[src/rtl/hnf_rxreq_mp.sv]
// Multi-port CHI REQ-channel receiver for the HN-F: per-link L-credit accounting,
// TgtID filtering, per-port posting queues and a round-robin merge onto one output stream.
module hnf_rxreq_mp #(
   parameter int unsigned NUM_PORTS = 2,
   parameter int unsigned FLIT_W    = 128,
   parameter int unsigned DEPTH     = 4,
   parameter int unsigned MAX_CRD   = 15,
   parameter int unsigned TGTID_LSB = 0,
   parameter int unsigned TGTID_W   = 7,
   parameter int unsigned MY_ID     = 0,
   localparam int unsigned SRC_W    = (NUM_PORTS > 1) ? $clog2(NUM_PORTS) : 1
) (
   input  logic                        clock,
   input  logic                        reset,
   input  logic [NUM_PORTS*FLIT_W-1:0] RXREQFLIT,
   input  logic [NUM_PORTS-1:0]        RXREQFLITV,
   input  logic [NUM_PORTS-1:0]        RXREQFLITPEND,
   output logic [NUM_PORTS-1:0]        RXREQLCRDV,
   output logic [FLIT_W-1:0]           rxreq_first_entry,
   output logic                        rxreq_first_entry_valid,
   input  logic                        rxreq_first_entry_ready,
   output logic [SRC_W-1:0]            rxreq_first_entry_src,
   output logic                        err_tgtid,
   output logic                        err_nocrd,
   output logic [SRC_W-1:0]            err_port
);

   localparam int unsigned PTR_W = $clog2(DEPTH);
   localparam int unsigned OCC_W = $clog2(DEPTH + 1);
   localparam int unsigned CRD_W = $clog2(MAX_CRD + 1);
   localparam logic [TGTID_W-1:0] MY_TGT = TGTID_W'(MY_ID);

   logic [FLIT_W-1:0]    mem     [NUM_PORTS][DEPTH];
   logic [PTR_W-1:0]     wr_ptr  [NUM_PORTS];
   logic [PTR_W-1:0]     rd_ptr  [NUM_PORTS];
   logic [OCC_W-1:0]     occ     [NUM_PORTS];
   logic [CRD_W-1:0]     crd_out [NUM_PORTS];

   logic [NUM_PORTS-1:0] lcrdv_d;
   logic [NUM_PORTS-1:0] accept;
   logic [NUM_PORTS-1:0] wr_en;
   logic [NUM_PORTS-1:0] pop;
   logic [NUM_PORTS-1:0] nocrd;
   logic [NUM_PORTS-1:0] tgt_bad;

   logic [SRC_W-1:0]     rr_ptr;
   logic [SRC_W-1:0]     rr_next;
   logic [SRC_W-1:0]     sel;
   logic [SRC_W-1:0]     idx;
   logic                 any_valid;
   logic                 err_found;
   logic [SRC_W-1:0]     err_port_d;

   logic                 unused_pend;
   assign unused_pend = ^RXREQFLITPEND;

   // Credits in flight plus queued flits never exceed DEPTH, so an accepted flit always has a slot.
   always_comb begin
      lcrdv_d = '0;
      accept  = '0;
      wr_en   = '0;
      nocrd   = '0;
      tgt_bad = '0;
      for (int unsigned p = 0; p < NUM_PORTS; p++) begin
         if ((32'(crd_out[p]) + 32'(occ[p]) + 32'(RXREQLCRDV[p]) < DEPTH) &&
             (32'(crd_out[p]) + 32'(RXREQLCRDV[p]) < MAX_CRD))
            lcrdv_d[p] = 1'b1;
         if (RXREQFLITV[p]) begin
            if (crd_out[p] == '0) begin
               nocrd[p] = 1'b1;
            end else begin
               accept[p] = 1'b1;
               if (RXREQFLIT[p*FLIT_W + TGTID_LSB +: TGTID_W] == MY_TGT)
                  wr_en[p] = 1'b1;
               else
                  tgt_bad[p] = 1'b1;
            end
         end
      end
   end

   always_comb begin
      any_valid = 1'b0;
      sel       = rr_ptr;
      idx       = '0;
      for (int unsigned i = 0; i < NUM_PORTS; i++) begin
         idx = SRC_W'((32'(rr_ptr) + i) % NUM_PORTS);
         if (!any_valid && (occ[idx] != '0)) begin
            any_valid = 1'b1;
            sel       = idx;
         end
      end
      pop = '0;
      if (any_valid && rxreq_first_entry_ready)
         pop[sel] = 1'b1;
      rr_next = (32'(sel) + 1 == NUM_PORTS) ? '0 : sel + 1'b1;
   end

   always_comb begin
      err_found  = 1'b0;
      err_port_d = '0;
      for (int unsigned p = 0; p < NUM_PORTS; p++) begin
         if (!err_found && (nocrd[p] || tgt_bad[p])) begin
            err_found  = 1'b1;
            err_port_d = SRC_W'(p);
         end
      end
   end

   assign rxreq_first_entry       = mem[sel][rd_ptr[sel]];
   assign rxreq_first_entry_valid = any_valid;
   assign rxreq_first_entry_src   = sel;

   always_ff @(posedge clock) begin
      if (reset) begin
         RXREQLCRDV <= '0;
         rr_ptr     <= '0;
         err_tgtid  <= 1'b0;
         err_nocrd  <= 1'b0;
         err_port   <= '0;
         for (int unsigned p = 0; p < NUM_PORTS; p++) begin
            crd_out[p] <= '0;
            occ[p]     <= '0;
            wr_ptr[p]  <= '0;
            rd_ptr[p]  <= '0;
         end
      end else begin
         RXREQLCRDV <= lcrdv_d;
         err_tgtid  <= |tgt_bad;
         err_nocrd  <= |nocrd;
         err_port   <= err_port_d;
         if (any_valid && rxreq_first_entry_ready)
            rr_ptr <= rr_next;
         for (int unsigned p = 0; p < NUM_PORTS; p++) begin
            crd_out[p] <= crd_out[p] + CRD_W'(RXREQLCRDV[p]) - CRD_W'(accept[p]);
            occ[p]     <= occ[p] + OCC_W'(wr_en[p]) - OCC_W'(pop[p]);
            if (wr_en[p])
               wr_ptr[p] <= wr_ptr[p] + 1'b1;
            if (pop[p])
               rd_ptr[p] <= rd_ptr[p] + 1'b1;
         end
      end
   end

   always_ff @(posedge clock) begin
      for (int unsigned p = 0; p < NUM_PORTS; p++)
         if (wr_en[p])
            mem[p][wr_ptr[p]] <= RXREQFLIT[p*FLIT_W +: FLIT_W];
   end

endmodule

[config.mk]
export PLATFORM = sky130hd
export DESIGN_NAME = hnf_rxreq_mp
export DESIGN_NICKNAME = d
export VERILOG_FILES = /design/src/rtl/hnf_rxreq_mp.sv
export SDC_FILE = /design/constraint.sdc
export NUM_CORES = 1
export LEC_CHECK = 0
export BUFFER_PORTS_ARGS = -buffer_cell sky130_fd_sc_hd__clkbuf_2
export CAP_MARGIN = 5
export CORE_ASPECT_RATIO = 1.5
export CORE_MARGIN = 2
export CORE_UTILIZATION = 30
export DETAILED_ROUTE_END_ITERATION = 6
export HOLD_SLACK_MARGIN = 0.02
export RECOVER_POWER = 25
export SLEW_MARGIN = 20
export SYNTH_ARGS = -nofsm -noshare
export SYNTH_HDL_FRONTEND = slang
export SYNTH_SLANG_ARGS = --single-unit
[constraint.sdc]
create_clock -name clock -period 10.4 [get_ports clock]
set_input_delay 0.52 -clock clock [delete_from_list [all_inputs] [get_ports clock]]
set_output_delay 0.52 -clock clock [all_outputs]
set_load 0.01 [all_outputs]
==> results.tsv, run 1 <==
metric	value	unit
max-slew-margin-rel	15.8	%
antenna_violations_before_repair	9	
post-place-ws	5.64	ns
final_layout_size_suffix_gt1_share	18.5	%
avgViaCountPerCell	5.13	
synth_nets	2912	
clock_sink_count	1053	
routabilityCongestion	0.739	
grt_pass1_vias	27600	
synth_fa_ha_area_share	1.23	%
critical_path_peak_fanout	49	
synth_edf_count	1032	
nets	3487	
maximum_number_of_pins_on_one_net_before_global_route_repair	163	
post_synth_xor_area_fraction	0.285	%
min-delay-path-class	primary input to register	
report.final.hold_viol_count	0	
post_synth.cell_area_avg	16.5	um2
synth-seq-cells	1053	
vdd_drop_max	0.513	mV
fin_crit_sh	52.4	%
final.min_clock_period	5.44	ns
clock_pin_slew_worst_setup_and_hold_paths	0.07	ns
worst_clock_skew	0.0295	ns
synth_compound_gate_area_share	8.78	%
drv.max_cap_violation_count	0	
die_area	147000	um2
yosysWarnings	0	
grt_setup_unrepaired	false	
cts_max_path_buffers	3	
synth.mux.area_fraction	9.32	%
required	9.88	ns
dieWidth	313	um
globalRoute.totalOverflow	0	
clockRootBuffer	sky130_fd_sc_hd__clkbuf_16	
final.fill_count	13600	
post_syn_area	43100	um2
achievable-frequency	184	MHz
cts_made_buffers	99	
synth.yosys.seq_area_share	72.9	%
leakage_power	17.2	nW
min_delay_path_depth	3	
design.portCount	398	
netlist-cell-type-count	52	
drc	0	
placed_cell_area	46800	um2
grt_first_pass_wirelength	176	mm
dp_hpwl	62.6	mm
setup.worst_path.class	register to output port	
timing.critical_path.from_type	register	
rows	170	
ant_nets	0	
critPathCaptureType	output port	
area_delta_synth_final	21.2	%
ctsHtreeMaxLevel	3	
synth_simple_gate_area_share	4.67	%
synthesis.instances	2609	
p_per_area	281	nW/um2
p_total	14.7	mW
crit_arrival	4.92	ns
vias	26400	
final_cell_count_without_fillers	5159	
outcome	completed	
timing.hold.ws	0.103	ns
worstMarginPinSlew	1.26	ns
globalRouteTotalUtil	16.1	%
timing.final.max_slew_violations	0	
finalSetupViolCount	0	
post_cts_resize_count	0	
die_y	468	um
clock_insertion_delay_worst_skew	0.74	ns
initial_core_utilization	30.1	%
setup_tns	0	ns
final_area	52200	um2
r2r.worst_path.cells	8	
drt-initial-drc-count	2030	
timing.final.ws_setup	4.96	ns
floorplan_core_area	143000	um2
async_reset_ff_share	0	%
port_buffers	395	
synth_top_family_by_area	multiplexers	
post-place-cells	4717	
cts_tree	yes	
routed_wire_length_per_instance	23.5	um
drt_pass1_iterations	5	
fin_util	36.5	%
yosys_most_used_dff	sky130_fd_sc_hd__edfxtp_1	
detail_route.wirelength	121	mm
==> final timing paths <==
path / start / end / slack, ns
setup / recovery: rd_ptr[0][1] / rxreq_first_entry[23] / 4.96
hold / removal: RXREQFLITV[0] / err_nocrd / 0.10
setup reg to reg: crd_out[0][6] / mem[1][43] / 6.12
hold reg to reg: occ[1][2] / occ[1][2] / 0.58
==> metal layers <==
metal	share of wire, %	track usage (%)	up-vias
li1	-	-	11700
met3	6.5	3.09	221
met4	2.8	6.48	4
met1	42	19.8	13600
met2	49	27.8	932
met5	0.021	0	-
==> kinds of logic after synthesis <==
| family | count (synthesis) |
|---|---|
| muxes | 385 |
| AOI/OAI and AO/OA | 543 |
| adders and majority gates | 40 |
| xor gates and xnor gates | 14 |
| DFF | 1053 |
| buffers and inverters | 246 |
| and+or+nand+nor | 328 |
==> Yosys cell counts (all sizes together) (6+ instances only) <==
cell | instances | area, um2
dfxtp | 21 | 420
a21oi | 136 | 684
ha | 36 | 450
nor2b | 8 | 50.1
inv | 27 | 101
o21ai | 6 | 33.8
nand2 | 134 | 503
xnor2 | 9 | 78.8
edfxtp | 1032 | 31000
clkbuf | 100 | 375
o221ai | 127 | 1300
a21o | 6 | 52.6
buf | 119 | 734
and2 | 13 | 81.3
nor2 | 23 | 103
nor3 | 7 | 50.1
a31oi | 254 | 1590
mux2 | 129 | 1450
nor4b | 128 | 1120
mux2i | 256 | 2560
==> layout make-up <==
cell class / instances / area [um2] / area share (%)
clock buffer: 124 / 2610 / 5.01
antenna: 7 / 17.5 / 0.0335
multi-input combinational: 1310 / 10500 / 20.2
clock inverter: 53 / 370 / 0.709
inverter: 27 / 101 / 0.194
tap: 1892 / 2370 / 4.53
sequential: 1053 / 31400 / 60.2
timing repair buffer: 693 / 4800 / 9.19
==> state kept, by name (all words and copies together) (netlist names), named ones only <==
signal and flops:
err_tgtid 1, err_port 1, wr_ptr 4, err_nocrd 1, mem 1024, RXREQLCRDV 2, rr_ptr 1, occ 6
rd_ptr 4, crd_out 8
==> layout by cell type, fill, tap and decap left out, drive strengths merged, types with 21 or more instances in the layout <==
cell type    netlist  routed
a21oi            136     136
a31oi            254     254
buf              119      41
clkbuf           100     519
clkinv             0      40
dfxtp             21      21
dlygate4sd3        0     257
edfxtp          1032    1032
ha                36      36
inv               27      35
mux2             129     129
mux2i            256     256
nand2            134     134
nor2              23      23
nor4b            128     128
o221ai           127     127
==> power breakdown <==
part | total, mW | leakage, nW | internal (mW) | switching (mW)
logic | 6.52 | 6.29 | 2.12 | 4.40
clock network | 3.41 | 1.46 | 1.86 | 1.55
registers | 4.76 | 9.46 | 4.70 | 0.0616
==> critical path: stages, from the launching register on <==
cell                       delay, ns
sky130_fd_sc_hd__edfxtp_1       0.86
sky130_fd_sc_hd__buf_4          0.71
sky130_fd_sc_hd__buf_4          0.66
sky130_fd_sc_hd__buf_4          0.60
sky130_fd_sc_hd__mux2_2         0.40
sky130_fd_sc_hd__a31oi_1        0.17
sky130_fd_sc_hd__o221ai_1       0.36
sky130_fd_sc_hd__clkbuf_2       0.25
==> timing repair <==
action / 4_1_cts / 5_1_grt
hold buffers: 257 / 0
hold endpoints to repair: 1025 / 0
buffers inserted: 0 / 0
No activity file was read; power rests on OpenSTA's default activity.
==> run 2: changes to the inputs <==
==> constraint.sdc (replaced) <==
create_clock -name clock -period 5.2 [get_ports clock]
set_input_delay 0.26 -clock clock [delete_from_list [all_inputs] [get_ports clock]]
set_output_delay 0.26 -clock clock [all_outputs]
set_load 0.01 [all_outputs]
==> results.tsv, run 2 (same netlist as run 1, synthesis figures left out) <==
metric	value	unit
outcome	completed	
final.fill_count	13500	
nets	3494	
p_per_area	565	nW/um2
grt_first_pass_wirelength	179	mm
final_layout_size_suffix_gt1_share	18.9	%
drt-initial-drc-count	2089	
mostFrequentLayoutCell	sky130_fd_sc_hd__edfxtp_1	
routed_wire_length_per_instance	23.8	um
vdd_drop_max	1.00	mV
placed_cell_area	47100	um2
final.min_clock_period	4.12	ns
rows	170	
worst_clock_skew	0.0286	ns
flip_flop_count_of_the_largest_register_after_layout	1024	
cts_made_buffers	99	
count_of_buffers_added_by_post_cts_timing_repair_for_setup	0	
dieWidth	313	um
design.portCount	398	
globalRoute.totalOverflow	0	
clock_insertion_delay_worst_skew	0.69	ns
ctsHtreeMaxLevel	3	
critical_path_peak_fanout	74	
final_area	52700	um2
dp_hpwl	62.3	mm
detail_route.wirelength	123	mm
drc	0	
clockRootBuffer	sky130_fd_sc_hd__clkbuf_16	
drv.max_cap_violation_count	0	
setup_tns	0	ns
clock_pin_slew_worst_setup_and_hold_paths	0.06	ns
finalSetupViolCount	0	
crit_arrival	3.86	ns
clock_sink_count	1053	
required	4.94	ns
setup.worst_path.class	register to output port	
critPathCaptureType	output port	
drt_pass1_iterations	5	
port_buffers	395	
area_delta_synth_final	22.2	%
final_cell_mix	1032 x sky130_fd_sc_hd__edfxtp_1, 260 x sky130_fd_sc_hd__dlygate4sd3_1, 256 x sky130_fd_sc_hd__mux2i_1, 254 x sky130_fd_sc_hd__a31oi_1, 253 x sky130_fd_sc_hd__clkbuf_2	
die_area	147000	um2
routabilityCongestion	0.735	
avgViaCountPerCell	5.15	
vias	26600	
cts_max_path_buffers	3	
floorplan_core_area	143000	um2
antenna_violations_before_repair	10	
worstMarginPinSlew	1.08	ns
grt_pass1_vias	27800	
fin_crit_sh	79.3	%
min-delay-path-class	primary input to register	
cts_tree	yes	
ant_nets	0	
grt_setup_unrepaired	false	
max-slew-margin-rel	27.9	%
maximum_number_of_pins_on_one_net_before_global_route_repair	139	
timing.final.max_slew_violations	0	
timing.critical_path.from_type	register	
fin_util	36.8	%
die_y	468	um
report.final.hold_viol_count	0	
initial_core_utilization	30.1	%
achievable-frequency	243	MHz
leakage_power	17.4	nW
globalRouteTotalUtil	16.4	%
run 2: worst max-delay path, stage by stage, from the launching register on:
cell and delay, ns:
sky130_fd_sc_hd__dfxtp_1 0.34, sky130_fd_sc_hd__or3_1 0.60, sky130_fd_sc_hd__o21a_4 0.32, sky130_fd_sc_hd__nor2_8 0.23
sky130_fd_sc_hd__buf_12 0.37, sky130_fd_sc_hd__buf_4 0.52, sky130_fd_sc_hd__a31oi_1 0.17, sky130_fd_sc_hd__o221ai_1 0.27
sky130_fd_sc_hd__clkbuf_2 0.18
run 2: what timing repair did:
action / CTS / global route
hold endpoints to repair: 1037 / 0
gates resized for setup: 0 / 0
hold buffers: 260 / 0
run 2: cell type report:
cell class                 instances  area [um2]  area share [%]
antenna                            5        12.5          0.0238
clock buffer                     118        2590            4.92
clock inverter                    61         552            1.05
inverter                          27         101           0.192
multi-input combinational       1310       10500            20.0
sequential                      1053       31400            59.6
tap                             1892        2370            4.50
timing repair buffer             700        5090            9.67
run 2: metrics by stage:
| step | hold WS (ns) | instances | power [mW] | setup WS, ns |
|---|---|---|---|---|
| floorplan | 0.359 | 2609 | 17.9 | 0.402 |
| global placement | 0.476 | 4722 | 22.6 | 1.79 |
| detailed placement | 0.479 | 4722 | 22.8 | 1.74 |
| CTS | 0.0555 | 5161 | 30.0 | 0.952 |
| global route | 0.141 | 5166 | 31.0 | 0.848 |
| finish | 0.154 | 5166 | 29.7 | 1.08 |
run 2: path summary, 6_finish.rpt:
kind	start	to	slack, ns	depth (start not counted)
max	occ[1][0]	rxreq_first_entry[90]	1.08	8
min	reset	occ[0][1]	0.15	2
max reg2reg	crd_out[0][6]	mem[1][87]	1.81	7
min reg2reg	occ[1][2]	occ[1][2]	0.58	2
run 2: power breakdown:
group	internal, mW	switching [mW]
Clock	3.96	3.09
Combinational	4.28	8.91
Sequential	9.39	0.117
run 2: metal layers:
metal,up-vias,wire (um),global-route usage [%]
met2,1062,60400,28.4
li1,11700,-,-
met4,6,2890,5.44
met5,-,35,0
met3,200,8780,3.29
met1,13600,50900,20.3
==> run 3: changes to the inputs <==
--- a/config.mk
+++ b/config.mk
@@ -5,6 +5,7 @@
 export SDC_FILE = /design/constraint.sdc
 export NUM_CORES = 1
 export LEC_CHECK = 0
+export ABC_AREA = 1
 export BUFFER_PORTS_ARGS = -buffer_cell sky130_fd_sc_hd__clkbuf_2
 export CAP_MARGIN = 5
 export CORE_ASPECT_RATIO = 1.5
==> constraint.sdc (replaced) <==
create_clock -name clock -period 3.55 [get_ports clock]
set_input_delay 0.1775 -clock clock [delete_from_list [all_inputs] [get_ports clock]]
set_output_delay 0.1775 -clock clock [all_outputs]
set_load 0.01 [all_outputs]
==> results.tsv, run 3 <==
metric	value	unit
yosys-top-cells-area	sky130_fd_sc_hd__edfxtp_1 68%, sky130_fd_sc_hd__nand2_1 15%, sky130_fd_sc_hd__nand3_1 10%	
flip_flop_count_of_the_largest_register_after_layout	1024	
regToRegSetupSlack	0.72	ns
cts_tree	yes	
post-place-ws	0.492	ns
delay_of_the_slowest_cell_on_the_worst_path	0.41	ns
crit-reg2reg-capture	occ[1][2]	
final_layout_size_suffix_gt1_share	10.7	%
post_syn_area	45300	um2
synth-seq-cells	1053	
finalSetupViolCount	0	
timing.hold.ws	0.224	ns
floorplan_core_area	150000	um2
mostFrequentLayoutCell	sky130_fd_sc_hd__nand2_1	
yosys_most_used_dff	sky130_fd_sc_hd__edfxtp_1	
synth.yosys.seq_area_share	69.3	%
avgViaCountPerCell	4.89	
timing.final.ws_setup	0.173	ns
setup.worst_path.class	register to output port	
required	3.37	ns
worstMarginPinSlew	0.717	ns
design.portCount	398	
critical_path.top_delay_family	buffers and inverters	
netlist-cell-type-count	29	
critical_path.most_common_cell	sky130_fd_sc_hd__nand2_1	
drt_pass1_iterations	5	
rows	174	
ctsHtreeMaxLevel	3	
vdd_drop_max	1.04	mV
drv.max_cap_violation_count	0	
setup_tns	0	ns
worst_clock_skew	0.0261	ns
r2r.worst_path.cells	17	
cp_num_buf_inv	6	
leakage_power	22.8	nW
cts_max_path_buffers	3	
crit_arrival	3.20	ns
dp_hpwl	72.4	mm
globalRoute.totalOverflow	0	
final.fill_count	14500	
top_cells_by_instance_count_after_synthesis	1826 x sky130_fd_sc_hd__nand2_1, 1032 x sky130_fd_sc_hd__edfxtp_1, 904 x sky130_fd_sc_hd__nand3_1, 192 x sky130_fd_sc_hd__buf_2, 63 x sky130_fd_sc_hd__clkbuf_1	
hold_path_end	mem[1][419]	
r2r_start	rr_ptr	
critPathSlowestCell	sky130_fd_sc_hd__dfxtp_4	
area_delta_synth_final	24.1	%
critPathCaptureType	output port	
synth_top_area_share	68.4	%
clock_sink_count	1053	
port_buffers	395	
critical_path_peak_fanout	63	
synth.most_common_cell	sky130_fd_sc_hd__nand2_1	
drc	0	
timing.critical_path.from_type	register	
crit_chain	inv_2 -> nor2_1 -> nand2_1 -> nand2_1 -> inv_2 -> nand3_4 -> buf_12 -> buf_16 -> buf_16 -> nand3_1 -> nand2_1 -> nand2_1 -> nand2_1 -> nand2_1 -> nand2_1 -> clkbuf_2	
drt-initial-drc-count	2518	
p_per_area	992	nW/um2
initial_core_utilization	30.2	%
synth_nets	4558	
post_synth.cell_area_avg	10.7	um2
outcome	completed	
groute.layer.met2.usage	29.9	%
grt_setup_unrepaired	false	
routabilityCongestion	0.763	
grt_first_pass_wirelength	199	mm
async_reset_ff_share	0	%
nets	5137	
min_from	RXREQFLIT[163]	
maximum_number_of_pins_on_one_net_before_global_route_repair	177	
cell_taking_the_most_area_after_synthesis	sky130_fd_sc_hd__edfxtp_1	
globalRouteTotalUtil	17.1	%
ant_nets	0	
dieWidth	321	um
final.min_clock_period	3.38	ns
globalRouteMet1Util	20.8	%
grt-busiest-layer	met2	
die_area	154000	um2
yosysWarnings	0	
cts_made_buffers	100	
max-slew-margin-rel	51.8	%
clock_insertion_delay_worst_skew	0.74	ns
vias	33600	
clock_pin_slew_worst_setup_and_hold_paths	0.07	ns
achievable-frequency	296	MHz
synth_edf_count	1032	
antenna_violations_before_repair	22	
detail_route.wirelength	141	mm
min_delay_path_depth	2	
routed_wire_length_per_instance	20.6	um
clockRootBuffer	sky130_fd_sc_hd__clkbuf_16	
groute.layer.met3.usage	3.27	%
grt_pass1_vias	32600	
report.final.hold_viol_count	0	
synthesis.instances	4255	
timing.final.max_slew_violations	0	
final_cell_mix	1820 x sky130_fd_sc_hd__nand2_1, 1032 x sky130_fd_sc_hd__edfxtp_1, 902 x sky130_fd_sc_hd__nand3_1, 261 x sky130_fd_sc_hd__dlygate4sd3_1, 250 x sky130_fd_sc_hd__clkbuf_2	
die_y	480	um
min-delay-path-class	primary input to register	
fin_crit_sh	95.1	%
[run 3: worst max-delay path by stage]
| stage | startpoint | end | slack, ns | cells after the start |
|---|---|---|---|---|
| 2_1_floorplan | crd_out[0][2] | mem[0][0] | -1.33 | 7 |
| 3_3_place_gp | rr_ptr | occ[1][2] | 0.44 | 18 |
| 3_5_place_dp | rr_ptr | occ[1][2] | 0.49 | 18 |
| 4_1_cts | rr_ptr | rxreq_first_entry[67] | 0.008 | 17 |
| 5_1_grt | rr_ptr | rxreq_first_entry[34] | 0.003 | 15 |
| 6_report | rr_ptr | rxreq_first_entry[113] | 0.17 | 16 |
[run 3: routing by layer]
layer / part of all wire, % / vias up
met2: 50 / 1158
li1: - / 15800
met4: 2.6 / 22
met1: 41 / 16400
met5: 0.098 / -
met3: 6.8 / 220
[run 3: where the power goes]
part / total, mW / internal (mW) / switching (mW) / leakage (nW)
Clock: 10.8 / 6.05 / 4.71 / 1.58
Sequential: 13.9 / 13.8 / 0.138 / 9.46
Combinational: 31.1 / 10.3 / 20.9 / 11.8
[run 3: timing repair]
item,CTS,global route
pin swaps,2,3
setup endpoints to repair,128,115
setup buffers,6,17
hold buffers,261,0
resized for setup,18,30
cloned,3,11
hold endpoints to repair,1042,0
[run 3: logic make-up after synthesis]
logic type / synth area share [%]
adder cells (fa/ha/maj): 1.17
XOR/XNOR: 0.155
buffers and inverters: 3.51
flip-flops: 69.3
AO/OA/AOI/OAI: 0.293
AND/OR/NAND/NOR: 25.6
[run 3: layout make-up]
| cell class | count | area, um2 | area share [%] |
|---|---|---|---|
| Antenna cell | 10 | 25.0 | 0.0445 |
| Inverter | 53 | 204 | 0.363 |
| Clock buffer | 126 | 2620 | 4.66 |
| Multi-Input combinational cell | 2852 | 12500 | 22.2 |
| Sequential cell | 1053 | 31400 | 55.8 |
| Clock inverter | 56 | 614 | 1.09 |
| Timing Repair Buffer | 774 | 6450 | 11.5 |
| Tap cell | 1936 | 2420 | 4.31 |
[run 3: per-stage QoR]
step | util [%] | std cells | area, um2 | total power [mW]
2_1_floorplan | - | 4255 | 45400 | 32.6
6_report | 37.5 | 6860 | 56300 | 55.8
4_1_cts | 37.2 | 6822 | 55800 | 54.3
3_5_place_dp | 33.2 | 6370 | 49800 | 42.5
5_1_grt | 37.5 | 6857 | 56200 | 59.7
3_3_place_gp | 33.2 | 6370 | 49800 | 42.3
